[config.mk]
export PLATFORM = sky130hd
export DESIGN_NAME = toast_imem_prefetch_flat
export DESIGN_NICKNAME = d
export VERILOG_FILES = /design/src/rtl/toast_imem_prefetch_if.sv /design/src/rtl/toast_imem_prefetch.sv /design/src/flat_wrapper.sv
export SDC_FILE = /design/constraint.sdc
export NUM_CORES = 1
export LEC_CHECK = 0
export BUFFER_PORTS_ARGS = -buffer_cell sky130_fd_sc_hd__clkbuf_2
export CAP_MARGIN = 0
export CELL_PAD_IN_SITES_DETAIL_PLACEMENT = 2
export CELL_PAD_IN_SITES_GLOBAL_PLACEMENT = 2
export CORE_MARGIN = 4
export CORE_UTILIZATION = 45
export CTS_CLUSTER_DIAMETER = 100
export DETAILED_ROUTE_END_ITERATION = 12
export PLACE_DENSITY_LB_ADDON = 0.1
export SETUP_SLACK_MARGIN = 0.2
export SKIP_LAST_GASP = 1
export SLEW_MARGIN = 40
export SYNTH_ARGS = -nofsm -noshare
export SYNTH_HDL_FRONTEND = slang
export SYNTH_SLANG_ARGS = --single-unit
export TNS_END_PERCENT = 50
[constraint.sdc]
create_clock -name clk_i -period 14.2 [get_ports clk_i]
set_clock_uncertainty 0.1 [all_clocks]
set_input_delay 0 -clock clk_i [delete_from_list [all_inputs] [get_ports clk_i]]
set_output_delay 0 -clock clk_i [all_outputs]
set_load 0.02 [all_outputs]
[src/rtl/toast_imem_prefetch_if.sv]
// Fetch-side bundle for the instruction prefetch buffer: the request/grant/
// response memory bus, the redirect input and the valid/ready IF port.
interface toast_imem_prefetch_if #(
    parameter int unsigned REG_DATA_WIDTH  = 32,
    parameter int unsigned IMEM_ADDR_WIDTH = 32
);
    logic                       mem_req_o;
    logic [IMEM_ADDR_WIDTH-1:0] mem_addr_o;
    logic                       mem_gnt_i;
    logic                       mem_rvalid_i;
    logic [REG_DATA_WIDTH-1:0]  mem_rdata_i;
    logic                       redirect_i;
    logic [REG_DATA_WIDTH-1:0]  redirect_pc_i;
    logic [REG_DATA_WIDTH-1:0]  instr_o;
    logic [REG_DATA_WIDTH-1:0]  pc_o;
    logic                       valid_o;
    logic                       ready_i;

    // Prefetch buffer side
    modport master (
        output mem_req_o, mem_addr_o, instr_o, pc_o, valid_o,
        input  mem_gnt_i, mem_rvalid_i, mem_rdata_i, redirect_i, redirect_pc_i, ready_i
    );

    // Memory / pipeline side
    modport slave (
        input  mem_req_o, mem_addr_o, instr_o, pc_o, valid_o,
        output mem_gnt_i, mem_rvalid_i, mem_rdata_i, redirect_i, redirect_pc_i, ready_i
    );
endinterface

[src/rtl/toast_imem_prefetch.sv]
// Instruction prefetch buffer: sequential word fetches into an in-order FIFO
// of {instr, pc}, flushed on redirect with stale in-flight responses dropped.
//
// state    | meaning
// ---------+----------------------------------------------------------
// ST_BOOT  | first cycle after reset, launches the fetch at BOOT_ADDR
// ST_FETCH | issuing sequential requests while credit is available
// ST_FULL  | outstanding + buffered == DEPTH, waiting for a pop
// ST_FLUSH | draining responses that belong to the pre-redirect stream
module toast_imem_prefetch #(
    parameter int unsigned                REG_DATA_WIDTH  = 32,
    parameter int unsigned                IMEM_ADDR_WIDTH = 32,
    parameter int unsigned                DEPTH           = 4,
    parameter logic [IMEM_ADDR_WIDTH-1:0] BOOT_ADDR       = '0
) (
    input  logic                 clk_i,
    input  logic                 resetn_i,
    toast_imem_prefetch_if.master bus
);
    localparam int unsigned   CW      = $clog2(DEPTH) + 1;
    localparam int unsigned   PW      = $clog2(DEPTH);
    localparam logic [CW-1:0] DEPTH_C = CW'(DEPTH);

    typedef enum logic [1:0] {ST_BOOT, ST_FETCH, ST_FULL, ST_FLUSH} state_t;

    state_t                     r_state;
    state_t                     w_state_nxt;
    logic                       r_req;
    logic [IMEM_ADDR_WIDTH-1:0] r_addr;
    logic [IMEM_ADDR_WIDTH-1:0] r_fetch_pc;
    logic [REG_DATA_WIDTH-1:0]  r_resp_pc;
    logic [CW-1:0]              r_out;
    logic [CW-1:0]              r_cnt;
    logic [CW-1:0]              r_stale;
    logic [PW-1:0]              r_rd_ptr;
    logic [PW-1:0]              r_wr_ptr;
    logic [REG_DATA_WIDTH-1:0]  r_fifo_instr [DEPTH];
    logic [REG_DATA_WIDTH-1:0]  r_fifo_pc    [DEPTH];

    logic                       w_gnt;
    logic                       w_redir;
    logic                       w_drop;
    logic                       w_push;
    logic                       w_pop;
    logic                       w_pend_hold;
    logic                       w_room;
    logic                       w_issue;
    logic [CW-1:0]              w_out_nxt;
    logic [CW-1:0]              w_cnt_nxt;
    logic [CW-1:0]              w_stale_nxt;
    logic [REG_DATA_WIDTH-1:0]  w_redir_pc_r;
    logic [IMEM_ADDR_WIDTH-1:0] w_redir_pc;
    logic [IMEM_ADDR_WIDTH-1:0] w_pc_src;

    // Next-state, credit and stale accounting; the request is registered, so
    // this also decides what is presented on the bus next cycle.
    always_comb begin
        w_gnt        = r_req & bus.mem_gnt_i;
        w_pend_hold  = r_req & ~bus.mem_gnt_i;
        w_redir      = bus.redirect_i & (r_state != ST_BOOT);
        w_drop       = bus.mem_rvalid_i & (r_stale != '0);
        w_push       = bus.mem_rvalid_i & (r_stale == '0) & ~w_redir;
        w_pop        = (r_cnt != '0) & bus.ready_i;
        w_redir_pc_r = bus.redirect_pc_i & ~REG_DATA_WIDTH'(3);
        w_redir_pc   = IMEM_ADDR_WIDTH'(w_redir_pc_r);
        w_out_nxt    = r_out + CW'(w_gnt) - CW'(bus.mem_rvalid_i);
        w_cnt_nxt    = r_cnt + CW'(w_push) - CW'(w_pop);
        if (w_redir) begin
            w_cnt_nxt = '0;
        end
        // Every outstanding request counts against the buffer, stale or not,
        // so a late stale burst can never overrun the counters.
        w_room      = ({1'b0, w_out_nxt} + {1'b0, w_cnt_nxt}) < {1'b0, DEPTH_C};
        w_stale_nxt = r_stale - CW'(w_drop);
        if (w_redir) begin
            w_stale_nxt = w_out_nxt + CW'(w_pend_hold);
        end

        w_state_nxt = r_state;
        unique case (r_state)
            ST_BOOT:           w_state_nxt = ST_FETCH;
            ST_FETCH, ST_FULL: w_state_nxt = w_room ? ST_FETCH : ST_FULL;
            ST_FLUSH:          w_state_nxt = (w_stale_nxt == '0) ? ST_FETCH : ST_FLUSH;
            default:           w_state_nxt = ST_BOOT;
        endcase
        if (w_redir) begin
            w_state_nxt = (w_stale_nxt != '0) ? ST_FLUSH : ST_FETCH;
        end

        // An ungranted request is never withdrawn or changed.
        w_issue  = ~w_pend_hold & (w_state_nxt == ST_FETCH) & w_room;
        w_pc_src = w_redir ? w_redir_pc : r_fetch_pc;
    end

    // State register.
    always_ff @(posedge clk_i or negedge resetn_i) begin
        if (!resetn_i) begin
            r_state <= ST_BOOT;
        end else begin
            r_state <= w_state_nxt;
        end
    end

    // Request, counters and FIFO storage.
    always_ff @(posedge clk_i or negedge resetn_i) begin
        if (!resetn_i) begin
            r_req      <= 1'b0;
            r_addr     <= BOOT_ADDR;
            r_fetch_pc <= BOOT_ADDR;
            r_resp_pc  <= REG_DATA_WIDTH'(BOOT_ADDR);
            r_out      <= '0;
            r_cnt      <= '0;
            r_stale    <= '0;
            r_rd_ptr   <= '0;
            r_wr_ptr   <= '0;
            for (int i = 0; i < DEPTH; i++) begin
                r_fifo_instr[i] <= '0;
                r_fifo_pc[i]    <= '0;
            end
        end else begin
            r_out   <= w_out_nxt;
            r_cnt   <= w_cnt_nxt;
            r_stale <= w_stale_nxt;
            r_req   <= w_pend_hold | w_issue;
            if (w_issue) begin
                r_addr     <= w_pc_src;
                r_fetch_pc <= w_pc_src + IMEM_ADDR_WIDTH'(4);
            end else if (w_redir) begin
                r_fetch_pc <= w_redir_pc;
            end
            if (w_redir) begin
                r_rd_ptr  <= '0;
                r_wr_ptr  <= '0;
                r_resp_pc <= w_redir_pc_r;
            end else begin
                if (w_push) begin
                    r_fifo_instr[r_wr_ptr] <= bus.mem_rdata_i;
                    r_fifo_pc[r_wr_ptr]    <= r_resp_pc;
                    r_wr_ptr               <= r_wr_ptr + PW'(1);
                    r_resp_pc              <= r_resp_pc + REG_DATA_WIDTH'(4);
                end
                if (w_pop) begin
                    r_rd_ptr <= r_rd_ptr + PW'(1);
                end
            end
        end
    end

    assign bus.mem_req_o  = r_req;
    assign bus.mem_addr_o = r_addr;
    assign bus.valid_o    = (r_cnt != '0);
    assign bus.instr_o    = r_fifo_instr[r_rd_ptr];
    assign bus.pc_o       = r_fifo_pc[r_rd_ptr];

    a_no_overflow: assert property (@(posedge clk_i) disable iff (!resetn_i)
        !(w_push && !w_pop && (r_cnt == DEPTH_C)));
endmodule

[src/flat_wrapper.sv]
// flat-port wrapper written by rule: the top's interface ports become plain ports
module toast_imem_prefetch_flat 
#(
    parameter int unsigned                REG_DATA_WIDTH  = 32,
    parameter int unsigned                IMEM_ADDR_WIDTH = 32,
    parameter int unsigned                DEPTH           = 4,
    parameter logic [IMEM_ADDR_WIDTH-1:0] BOOT_ADDR       = '0
)
  (clk_i, resetn_i, bus_mem_req_o, bus_mem_addr_o, bus_instr_o, bus_pc_o, bus_valid_o, bus_mem_gnt_i, bus_mem_rvalid_i, bus_mem_rdata_i, bus_redirect_i, bus_redirect_pc_i, bus_ready_i);
  toast_imem_prefetch_if #(.REG_DATA_WIDTH(REG_DATA_WIDTH), .IMEM_ADDR_WIDTH(IMEM_ADDR_WIDTH)) bus_i ();
  input  logic clk_i;
  input  logic resetn_i;
  output wire logic [$bits(bus_i.mem_req_o)-1:0] bus_mem_req_o;
  output wire logic [$bits(bus_i.mem_addr_o)-1:0] bus_mem_addr_o;
  output wire logic [$bits(bus_i.instr_o)-1:0] bus_instr_o;
  output wire logic [$bits(bus_i.pc_o)-1:0] bus_pc_o;
  output wire logic [$bits(bus_i.valid_o)-1:0] bus_valid_o;
  input wire logic [$bits(bus_i.mem_gnt_i)-1:0] bus_mem_gnt_i;
  input wire logic [$bits(bus_i.mem_rvalid_i)-1:0] bus_mem_rvalid_i;
  input wire logic [$bits(bus_i.mem_rdata_i)-1:0] bus_mem_rdata_i;
  input wire logic [$bits(bus_i.redirect_i)-1:0] bus_redirect_i;
  input wire logic [$bits(bus_i.redirect_pc_i)-1:0] bus_redirect_pc_i;
  input wire logic [$bits(bus_i.ready_i)-1:0] bus_ready_i;
  assign bus_mem_req_o = bus_i.mem_req_o;
  assign bus_mem_addr_o = bus_i.mem_addr_o;
  assign bus_instr_o = bus_i.instr_o;
  assign bus_pc_o = bus_i.pc_o;
  assign bus_valid_o = bus_i.valid_o;
  assign bus_i.mem_gnt_i = bus_mem_gnt_i;
  assign bus_i.mem_rvalid_i = bus_mem_rvalid_i;
  assign bus_i.mem_rdata_i = bus_mem_rdata_i;
  assign bus_i.redirect_i = bus_redirect_i;
  assign bus_i.redirect_pc_i = bus_redirect_pc_i;
  assign bus_i.ready_i = bus_ready_i;
  toast_imem_prefetch #(.REG_DATA_WIDTH(REG_DATA_WIDTH), .IMEM_ADDR_WIDTH(IMEM_ADDR_WIDTH), .DEPTH(DEPTH), .BOOT_ADDR(BOOT_ADDR)) u_core (.clk_i(clk_i), .resetn_i(resetn_i), .bus(bus_i));
endmodule
==> results.cfg, run 1 <==
[outcome]
status = completed

[setup_path]
startpoint = u_core.r_stale[2]
critPathCaptureType = flop
cp_data_arrival_time_ns = 6.14
crit_type = flop to flop
reg2reg_slack_ns = 8.34
crit_fanout = 10
cp-start-kind = flop
worst_ep_required_time_ns = 14.48
r2r-end = u_core.r_fetch_pc[6]
reg2reg_depth = 17
r2r_start = u_core.r_stale[2]

[synth]
syn_area_um2 = 16280
synthFlopType = dfrtp_1
synth-edff-count = 0
netlist_instances = 1184
yosysTopAreaCell = dfrtp_1
ys_seq_area_share_pct = 55.02
async_flop_share_pct = 100.0
synth_top_cell_area_share_pct = 55.02
avgSynthCellArea_um2 = 13.75
synth-seq-cells = 358
synth_area_leaders = dfrtp_1, mux2_2, mux4_2
synthDistinctLibCells = 52
yosysWarnings = 0

[routing]
routedWlPerCell_um = 23.38
drcViolationCount = 0
postRouteAntennaNets = 0
drt_iter0_markers = 317
postRouteWirelength_um = 44200
drt_pass1_iterations = 4
dr_total_vias = 10420
via_per_inst = 5.511

[sta]
slew_headroom_pct = 46.93
finalHoldViolations = 0
worst_pin_slew_ns = 0.7960
slew_violations = 0
rsz0062_at_grt = false
min_period_ns = 5.864
layout_setup_ws_ns = 8.336
period_share_pct = 41.30
finalSetupViolCount = 0
setup_tns_ns = 0
fmax_ghz = 0.1705

[finish]
area_delta_synth_final_pct = 20.95
n_fill_cell = 3268
diodes = 0
final_util_pct = 55.23
stdcell_count = 1891
nets = 1491
drive_gt1_share_pct = 40.21

[die]
die_w_um = 198.2
initial_core_util_pct = 45.66
core_um2 = 35660
die_area_um2 = 39290
io_pins = 168
die_h_um = 198.2
rows = 69

[global_routing]
antenna_found_initial = 0
use_met3_pct = 3.284
grt_max_degree = 95
grt_pass1_wl_um = 71440
grt.total_usage_pct = 22.96
met2_usage_pct = 41.06
grt_pass1_vias = 12310
grt-busiest-layer = met2
grt.met1_usage_pct = 30.25
grt-ovfl-total = 0

[pwr]
power.density_nw_per_um2 = 184.3
ir_drop_mv = 0.09778
leakage_nw = 9.270

[place]
io_buffers = 163
place_ws_ns = 8.319
dp.cells = 1747
gp_congestion = 0.7282
hpwl_um = 26940

[clock_network]
cts_buffers = 40
cts_tree = built
cts.sinks = 358
cts_root_buffer = clkbuf_16
clkTransAtPathRegs_ns = 0.06
h-tree-depth = 2
post_cts_buffers = 0
clock_path_buffers = 3
clock_latency_ns = 0.53

[hold_path]
hp-class = primary input to flop
min_from = bus_redirect_pc_i[28]
hold_depth = 4
whs_endpoint = u_core.r_resp_pc[28]

[flow_run]
maxCapViolCount = 0
==> flip-flops by register name (all words and copies together) (netlist names) <==
name	cells
u_core.r_out	3
u_core.r_fifo_pc	120
u_core.r_resp_pc	30
u_core.bus.mem_addr_o	32
u_core.r_cnt	3
u_core.r_fetch_pc	32
u_core.r_wr_ptr	2
u_core.r_state	2
u_core.bus.mem_req_o	1
u_core.r_stale	3
u_core.r_rd_ptr	2
u_core.r_fifo_instr	128
==> placed cells by master (no fill, tap or decap), types with 7 or more instances in the layout <==
master	n
a21oi_1	30
nand2_1	70
mux4_2	62
ha_1	18
xnor2_1	33
dlygate4sd3_1	72
clkbuf_8	10
a21boi_0	22
a31oi_1	10
nand3_1	26
and3_1	12
clkbuf_2	162
xor2_1	37
o21ai_0	34
clkbuf_1	7
nand4_1	10
inv_1	15
clkinv_2	8
mux2_2	249
nor2_1	57
dfrtp_1	356
clkbuf_16	42
==> metrics by stage <==
stage               power [mW]  instance area [um^2]  hold WS, ns
floorplan                2.160                 16290      -0.3956
global placement         2.498                 17480      0.04213
detailed placement       2.567                 17580      -0.1805
CTS                      3.679                 19690       0.1476
global route             3.854                 19690       0.1809
finish                   3.630                 19690       0.1659
==> where the power goes <==
part | internal [mW] | switching [mW]
logic | 0.496 | 0.673
clock network | 0.646 | 0.415
registers | 1.23 | 0.169
total | 2.37 | 1.26
==> timing repair <==
| action | CTS | global route |
|---|---|---|
| gates resized for setup | 0 | 0 |
| hold buffers | 73 | 0 |
| endpoints found under the hold margin | 411 | 0 |
==> cell type report <==
type	count	area, um^2	share of cell area, %
Timing Repair Buffer	245	1705	8.660
Sequential cell	358	8964	45.52
Inverter	15	56.30	0.2859
Clock buffer	59	1215	6.169
Multi-Input combinational cell	741	7029	35.69
Clock inverter	12	146.4	0.7434
Tap cell	461	576.8	2.929
==> critical path, cell delays in order (launching register included) <==
cell and delay [ns]:
dfrtp_1 0.43, nor4b_4 0.60, and2_1 0.74, ha_1 0.27, inv_1 0.05, fa_1 0.37, xor2_1 0.16, xnor2_1 0.16
nor2_1 0.07, ha_1 0.29, or3_1 0.32, a41oi_2 0.28, nand3_2 0.21, nor4b_4 0.67, a21oi_1 0.17, a31oi_1 0.18
dlygate4sd3_1 0.56, o21ai_0 0.07
==> kinds of logic (layout without fill, tap and decap cells) <==
| logic type | count (synthesis) | in the layout | share of synthesized area [%] |
|---|---|---|---|
| AO/OA/AOI/OAI | 109 | 109 | 4.111 |
| XOR/XNOR | 70 | 70 | 3.765 |
| adder cells (fa/ha/maj) | 20 | 20 | 1.629 |
| buffers and inverters | 86 | 331 | 2.313 |
| flip-flops | 358 | 358 | 55.02 |
| multiplexers | 317 | 317 | 26.24 |
| other | 1 | 2 | 0.02303 |
| AND/OR/NAND/NOR | 223 | 223 | 6.893 |
==> per-layer routing <==
layer	routed length [um]	vias to the layer above
li1	-	4681
met1	19250	5518
met2	22830	167
met3	1416	55
met4	702	0
met5	0	-
==> cell usage after synthesis (all sizes together), types with 6 or more instances <==
| library cell | count |
|---|---|
| nor2 | 58 |
| mux2i | 6 |
| xnor2 | 33 |
| a31oi | 10 |
| or3 | 6 |
| o21ai | 36 |
| a21oi | 31 |
| mux4 | 62 |
| and3 | 12 |
| buf | 41 |
| inv | 15 |
| xor2 | 37 |
| mux2 | 249 |
| dfrtp | 358 |
| nand4 | 10 |
| nor3 | 9 |
| and2 | 6 |
| ha | 18 |
| clkbuf | 30 |
| nand3 | 29 |
| a21boi | 24 |
| nand2 | 74 |
==> worst max-delay path by stage <==
stage | end | cells after the start | slack (ns)
2_1_floorplan | u_core.r_fetch_pc[17] | 21 | 9.73
3_3_place_gp | u_core.r_fetch_pc[10] | 17 | 8.74
3_5_place_dp | u_core.r_fetch_pc[10] | 17 | 8.32
4_1_cts | u_core.r_fetch_pc[10] | 17 | 8.29
5_1_grt | u_core.r_fetch_pc[6] | 17 | 7.79
6_report | u_core.r_fetch_pc[6] | 17 | 8.34
Power figures use the tool's default switching activity.
==> run 2, diff against run 1 <==
Settings changed: CORE_UTILIZATION 45 to 38.
Clock period 14.2 ns to 4.95 ns, I/O delays scaled along.
==> run 2 against run 1 <==
Compared with the run above:
- first-iteration DRC count increased by 20%
- clock-buffer cell count increased by 2
- utilization decreased by 7.9 points
- largest power group unchanged
- critical path depth increased by 2
- hold slack got worse by 0.013 ns
- fmax increased by 29%
- critical endpoint is now u_core.r_fetch_pc[28]
- sequential share of layout area decreased by 0.58 points
- largest cell class unchanged
- register-to-register slack got worse by 7.9 ns
==> results.cfg, run 2 (synthesis gave the netlist of run 1 again) <==
[finish]
final_common_cell = dfrtp_1
n_fill_cell = 4066
largest-register = u_core.r_fifo_instr
top_regs = u_core.r_fifo_instr x128, u_core.r_fifo_pc x120
drive_gt1_share_pct = 42.12
mostFrequentLayoutCells = dfrtp_1, mux2_2, clkbuf_2, nand2_1, dlygate4sd3_1
largest_reg_flops = 128
fin_area_um2 = 19960
area_delta_synth_final_pct = 22.57
nets = 1509
diodes = 0

[pwr]
ir_drop_mv = 0.3112
finalPower_mw = 10.46
leakage_nw = 9.384
power.density_nw_per_um2 = 524.1

[die]
die_h_um = 215.0
core_um2 = 42130
rows = 75
die_w_um = 215.0
io_pins = 168
die_area_um2 = 46220
initial_core_util_pct = 38.64

[clock_network]
cts_tree = built
clkTransAtPathRegs_ns = 0.06
clock_latency_ns = 0.55
cts_buffers = 42
clock_path_buffers = 3
h-tree-depth = 2
cts_root_buffer = clkbuf_16
cts.sinks = 358

[global_routing]
grt.total_usage_pct = 18.70
grt_pass1_vias = 11930
grt-ovfl-total = 0
grt_max_degree = 132
antenna_found_initial = 0
grt_pass1_wl_um = 69460

[setup_path]
crit_fanout = 5
cp-start-kind = flop
critPathCaptureType = flop
cp_slowest_cell = dfrtp_2
max_stage_delay_ns = 0.41
cp_data_arrival_time_ns = 4.86
crit_type = flop to flop
worst_ep_required_time_ns = 5.27
path_cells = or3_4, and2_4, ha_4, inv_1, ha_2, inv_2, fa_2, xor2_2, xnor2_1, nor2_1, ha_1, or3_4, a41oi_4, nand3_4, nor4b_4, buf_6, nand3_4, nor3_4, xnor2_1

[sta]
finalHoldViolations = 0
setup_tns_ns = 0
fmax_ghz = 0.2204
worst_pin_slew_ns = 0.7824
slew_violations = 0
slew_headroom_pct = 47.73
period_share_pct = 91.64
min_period_ns = 4.536
finalSetupViolCount = 0
rsz0062_at_grt = false

[flow_run]
maxCapViolCount = 0

[place]
io_buffers = 163
hpwl_um = 26580
placed_area_um2 = 17720
gp_congestion = 0.7481

[routing]
routedWlPerCell_um = 21.57
postRouteAntennaNets = 0
drt_pass1_iterations = 4
via_per_inst = 5.240
drt_iter0_markers = 380
postRouteWirelength_um = 42820
drcViolationCount = 0
dr_total_vias = 10400

[outcome]
status = completed

[hold_path]
hp-class = primary input to flop
[run 2: power breakdown]
group          leakage [nW]  internal, mW  switching [mW]
Combinational          4.02          1.53            1.91
Clock                 0.657          1.78            1.22
Sequential             4.70          3.53           0.485
Total                  9.38          6.84            3.62
[run 2: worst paths after layout]
kind                                       start                     to  slack [ns]  depth (start not counted)
setup / recovery                 u_core.r_cnt[1]  u_core.r_fetch_pc[28]        0.41                         19
hold / removal             bus_redirect_pc_i[26]   u_core.r_resp_pc[26]        0.15                          4
setup reg to reg                 u_core.r_cnt[1]  u_core.r_fetch_pc[28]        0.41                         19
hold reg to reg             u_core.r_fifo_pc[10]   u_core.r_fifo_pc[10]        0.38                          2
max in group asynchronous               resetn_i  u_core.r_fetch_pc[25]        3.40                          5
min in group asynchronous               resetn_i  u_core.r_fifo_pc[105]        0.56                          4
[run 2: routing by layer]
layer	track usage [%]	wire, um	up-vias
met5	0	0	-
met4	4.617	675	0
met3	2.910	1306	44
met2	31.38	21140	149
met1	25.71	19700	5482
li1	-	-	4727
[run 2: through the flow]
stage	hold WS (ns)	utilization, %	setup slack [ns]	std cells
after global placement	0.08045	41.95	0.3231	1836
after global routing	0.1652	47.36	0.1846	1985
after floorplan	-0.3956	-	0.4832	1185
after detailed placement	-0.1272	42.05	0.2521	1837
final	0.1531	47.36	0.4137	1985
after CTS	0.1260	46.97	0.1935	1978
[run 2: area by class of cell]
class	count	area [um^2]	area share [%]
Timing Repair Buffer	261	1844	9.241
Inverter	15	56.30	0.2821
Clock buffer	61	1244	6.232
Multi-Input combinational cell	741	7089	35.52
Tap cell	539	674.4	3.379
Clock inverter	10	81.33	0.4075
Sequential cell	358	8967	44.93
[run 2: critical path: cells and delay by family, from the launching register on]
family / cells / cell delay, ns
flops: 1 / 0.41
buf+inv: 3 / 0.28
simple gates: 8 / 1.88
compound gates: 1 / 0.26
xor+xnor: 3 / 0.42
fa+ha+maj: 4 / 1.06
[run 2: repair_timing]
item / in CTS / in global routing
setup buffers: 1 / 5
cloned: 0 / 1
endpoints found under the hold margin: 585 / 0
hold buffers: 69 / 0
endpoints found under the setup margin: 7 / 28
pin swaps: 1 / 16
gates resized for setup: 4 / 20
